==> src/rtl/usb_rx_timer.sv <==
// USB receive bit timer: phase counter, sample-point strobes, bit/byte counting; USB_RX_BIT_STUFF_EN adds destuffing.
// Latency: shift_strobe/byte_done/stuff_err are registered, one edge after the sample-point cycle.
// Backpressure: none; the timer free-runs while enable is high, and dropping enable discards any partial byte.
module usb_rx_timer #(
    parameter int CLKS_PER_BIT = 8,
    parameter int SAMPLE_POINT = 3
) (
    input  logic       clk,
    input  logic       n_rst,
    input  logic       enable,
    input  logic       resync,
    input  logic       rx_bit,
    output logic       shift_strobe,
    output logic       byte_done,
    output logic [2:0] bit_index,
    output logic       stuff_err
);

    localparam int PW = (CLKS_PER_BIT > 1) ? $clog2(CLKS_PER_BIT) : 1;
    localparam logic [PW-1:0] PHASE_LAST   = PW'(CLKS_PER_BIT - 1);
    localparam logic [PW-1:0] PHASE_SAMPLE = PW'(SAMPLE_POINT);
    localparam logic [PW-1:0] PHASE_RESYNC = PW'(1);

    typedef enum logic {IDLE, RUN} state_t;

    state_t          state_q, state_d;
    logic [PW-1:0]   phase_q, phase_d;
    logic [2:0]      bit_index_q, bit_index_d;
    logic            strobe_q, strobe_d;
    logic            byte_done_q, byte_done_d;
    logic            sample;
    logic            take;

    assign sample = (state_q == RUN) && enable && (phase_q == PHASE_SAMPLE) && !resync;

`ifdef USB_RX_BIT_STUFF_EN
    logic [2:0] ones_q, ones_d;
    logic       stuff_err_q, stuff_err_d;
    logic       stuff_bit;

    // After six consecutive ones the next sampled bit is a stuff bit, never data.
    assign stuff_bit = sample && (ones_q == 3'd6);
    assign take      = sample && !stuff_bit;

    always_comb begin
        ones_d      = ones_q;
        stuff_err_d = 1'b0;
        if (state_q == IDLE || !enable) begin
            ones_d = 3'd0;
        end else if (stuff_bit) begin
            ones_d      = 3'd0;
            stuff_err_d = rx_bit;
        end else if (take) begin
            ones_d = rx_bit ? ones_q + 3'd1 : 3'd0;
        end
    end

    always_ff @(posedge clk or negedge n_rst) begin
        if (!n_rst) begin
            ones_q      <= 3'd0;
            stuff_err_q <= 1'b0;
        end else begin
            ones_q      <= ones_d;
            stuff_err_q <= stuff_err_d;
        end
    end

    assign stuff_err = stuff_err_q;
`else
    logic unused_rx_bit;

    assign unused_rx_bit = rx_bit;
    assign take          = sample;
    assign stuff_err     = 1'b0;
`endif

    always_comb begin
        state_d     = state_q;
        phase_d     = phase_q;
        bit_index_d = bit_index_q;
        strobe_d    = 1'b0;
        byte_done_d = 1'b0;
        case (state_q)
            IDLE: begin
                phase_d     = '0;
                bit_index_d = 3'd0;
                if (enable) begin
                    state_d = RUN;
                end
            end
            RUN: begin
                if (!enable) begin
                    state_d     = IDLE;
                    phase_d     = '0;
                    bit_index_d = 3'd0;
                end else begin
                    // The resync edge itself counts as phase 0.
                    if (resync) begin
                        phase_d = PHASE_RESYNC;
                    end else if (phase_q == PHASE_LAST) begin
                        phase_d = '0;
                    end else begin
                        phase_d = phase_q + PW'(1);
                    end
                    if (take) begin
                        strobe_d    = 1'b1;
                        byte_done_d = (bit_index_q == 3'd7);
                        bit_index_d = bit_index_q + 3'd1;
                    end
                end
            end
            default: state_d = IDLE;
        endcase
    end

    always_ff @(posedge clk or negedge n_rst) begin
        if (!n_rst) begin
            state_q     <= IDLE;
            phase_q     <= '0;
            bit_index_q <= 3'd0;
            strobe_q    <= 1'b0;
            byte_done_q <= 1'b0;
        end else begin
            state_q     <= state_d;
            phase_q     <= phase_d;
            bit_index_q <= bit_index_d;
            strobe_q    <= strobe_d;
            byte_done_q <= byte_done_d;
        end
    end

    assign shift_strobe = strobe_q;
    assign byte_done    = byte_done_q;
    assign bit_index    = bit_index_q;

endmodule

==> config.mk <==
export PLATFORM = sky130hd
export DESIGN_NAME = usb_rx_timer
export DESIGN_NICKNAME = d
export VERILOG_FILES = /design/src/rtl/usb_rx_timer.sv
export SDC_FILE = /design/constraint.sdc
export NUM_CORES = 1
export LEC_CHECK = 0
export ABC_AREA = 1
export BUFFER_PORTS_ARGS = -buffer_cell sky130_fd_sc_hd__buf_4
export CAP_MARGIN = 20
export CORE_AREA = 2 2 39 41
export DETAILED_ROUTE_END_ITERATION = 10
export DIE_AREA = 0 0 41 43
export SETUP_SLACK_MARGIN = 0.02
export SLEW_MARGIN = 20
export SYNTH_ARGS = -nofsm -noshare
export SYNTH_HDL_FRONTEND = slang
export SYNTH_SLANG_ARGS = --single-unit
==> constraint.sdc <==
create_clock -name clk -period 3.2 [get_ports clk]
set_clock_uncertainty 0.05 [all_clocks]
set_input_delay 0.64 -clock clk [delete_from_list [all_inputs] [get_ports clk]]
set_output_delay 0.64 -clock clk [all_outputs]
set_load 0.02 [all_outputs]
==> reports/qor.csv <==
stage,metric,value,unit
setup_path,Crit path max-delay family,flip-flops,
setup_path,total stage count of the critical path,1,
synthesis,"top cells by area, synth","dfrtp_1 (55%), ha_1 (15%), nand3_1 (7.3%)",
drt,detailed-routing iteration count for the pre-antenna-repair pass,2,
status,status,completed,
drt,vias,292,
sta,fmax,656,MHz
place,pre-CTS setup slack,1.92,ns
synthesis,share of the synthesized area in the top cell type,54.7,%
drt,DRC violation count after routing,0,
cts,clk root buf,clkbuf_4,
synthesis,main combinational cell family by area after synthesis,simple AND/OR/NAND/NOR gates,
global_route,global-route congestion overflow total,0,
cells_and_area,area of the multi-input gates,156,µm²
sta,RSZ-0062 raised after global routing,no,
global_route,antenna violations before repair,0,
cts,TritonCTS Sinks,9,
die,DIE AREA,1760,µm²
die,number of rows created at floorplan,14,
global_route,pin count of the biggest net entering global routing,10,
synthesis,synthesized net count,52,
synthesis,synthesized area,412,µm²
place,routability congestion estimate from global placement,0.702,
cts,TritonCTS clock tree,built,
die,number of top-level pins,11,
die,standard cell core area,1380,µm²
die,chip width,41,µm
synthesis,share of synthesized area spent on multiplexers,0,%
cts,post-CTS setup buffers,0,
setup_path,critical path startpoint category,register,
cts,post-CTS resize count,0,
sta,max-slew violation count,0,
drt,post-route antenna net violation count,0,
sta,Final Hold Fails,0,
setup_path,buffer and inverter count on the worst path,1,
cts,number of buffers created by CTS,3,
setup_path,Reg-to-Reg End,bit_index[1],
cells_and_area,layout overhead on the synthesized area,24.0,%
global_route,wire length of the first global-routing pass,1050,µm
synthesis,post-synthesis sequential area ratio,54.7,%
cts,number of H-tree levels,1,
synthesis,"post-synthesis share of cell area spent on full adders, half adders and majority gates",15.2,%
power,Power Dens Cells,417,nW/µm²
setup_path,Required @ worst endpoint,2.51,ns
sta,fin crit share,47.6,%
setup_path,kind of capture point of the worst setup path,output pin,
global_route,Tot GR Track Use,9.62,%
flow_run,count of max-cap constraint violations,0,
drt,routed wire length,651,µm
setup_path,CP Cell Sequence,buf_4,
synthesis,dominant cell type by area after synthesis,dfrtp_1,
global_route,via count of the first global-routing pass,256,
power,Static Leakage,0.285,nW
cells_and_area,Layout Utilization,36.9,%
setup_path,Crit Path Category,register to output pin,
sta,endpoints failing setup,0,
cells_and_area,fill cell count,148,
setup_path,highest-delay cell along the critical path,dfrtp_1,
cts,post-CTS clock slew at the launch and capture registers of the worst setup and hold paths,0.06,ns
sta,shortest clock period the worst path allows after layout,1.52,ns
setup_path,largest driver fanout on the critical path,4,
sta,final-layout setup total negative slack,0,ns
cells_and_area,ratio of cells with drive above 1 in the final layout,28.3,%
synthesis,fraction of the mapped netlist area in compound gates,0,%
drt,via density per instance,4.23,
cts,hold_buf cts,0,
die,die height,43,µm
cts,Clock Tree Buf Depth,2,
cells_and_area,area taken by flip-flops and latches,225,µm²
cells_and_area,final net count,64,
setup_path,setup slack of the worst register-to-register path,1.97,ns
setup_path,R2R Path Start,phase_q[0],
synthesis,synthesized-area fraction occupied by xor and xnor cells,0,%
setup_path,critical path data arrival time,0.83,ns
drt,wire length per cell after detailed routing,9.43,µm
cts,later-pin clock latency in the skew report,0.25,ns
synthesis,count of synthesis-stage warnings from yosys,0,
setup_path,"slowest stage delay, CP",0.41,ns
sta,final setup margin,1.68,ns
die,initial cell density of the core,29.7,%
synthesis,cell count after synthesis,42,
synthesis,mean area per synthesized cell,9.80,µm²
synthesis,simple-gate share of the synthesized area,21.9,%
power,Peak supply drop,0.000268,V
place,HPWL Detailed,488,µm
drt,number of design-rule violations left by the first detailed-router iteration,4,
hold_path,classification of the worst-slack hold path,input port to asynchronous set/reset pin,
place,IO Port Bufs,8,
setup_path,worst-case reg-to-reg path depth,6,
cells_and_area,ANT cells,0,
synthesis,number of distinct library cells after synthesis,11,
synthesis,synthesis-stage register bit count,9,
[layer usage]
metal  wire (µm)  vias to the layer above  GRT usage (%)
li1            -                      154              -
met1         323                      131           10.9
met2         279                        7           12.8
met3          48                        0           7.85
met4           0                        0           4.00
met5           0                        -              0
[state kept, by name (all words and copies together), names as in the netlist]
name,count
phase_q,3
state_q,1
shift_strobe,1
bit_index,3
byte_done,1
[cell usage in the layout (no fill, tap or decap), types with 3 or more instances in the layout]
cell type,instances
inv_1,4
nor2_1,6
nand3_1,6
clkbuf_4,3
dfrtp_1,9
nand2_1,4
buf_4,8
ha_1,5
[cell type report]
cell class	instances	share of cell area [%]
well taps	16	3.92
flip-flops and latches	9	44.1
clock buffers	4	5.15
repair buffers	8	11.8
inverters	6	4.41
multi-input cells	26	30.6
[metrics by stage]
step	std cells	power, mW	hold slack [ns]	cell area, µm²
after global placement	65	0.131	0.422	484
final	69	0.213	0.147	510
after global routing	69	0.230	0.131	510
after CTS	69	0.220	0.136	510
after detailed placement	65	0.131	0.421	484
after floorplan	42	0.124	0.294	412
[cell usage after synthesis]
master,n
dfrtp_1,9
nand3_1,6
nor2_1,6
ha_1,5
inv_1,4
nand2_1,4
inv_2,2
nand2_2,2
nor3_1,2
buf_4,1
conb_1,1
[power breakdown]
group          total (mW)  internal, mW  switching [mW]
clock network      0.0844        0.0478          0.0365
logic              0.0120       0.00400         0.00804
registers           0.116         0.115        0.000838
total               0.213         0.167          0.0454
[worst max path at each step]
stage,from,to,slack (ns)
2_1_floorplan,bit_index[0],bit_index[2],1.98
3_5_place_dp,resync,bit_index[2],1.92
6_report,bit_index[0],bit_index[0],1.68
4_1_cts,bit_index[0],bit_index[0],1.66
5_1_grt,bit_index[0],bit_index[0],1.61
3_3_place_gp,bit_index[0],bit_index[0],1.95
[logic make-up (layout without fill, tap and decap cells)]
group / count (synthesis) / in the layout
AND/OR/NAND/NOR: 20 / 20
flip-flops: 9 / 9
buffers and inverters: 7 / 18
adder cells (fa/ha/maj): 5 / 5
other: 1 / 1
(Power assumes the default switching activity.)
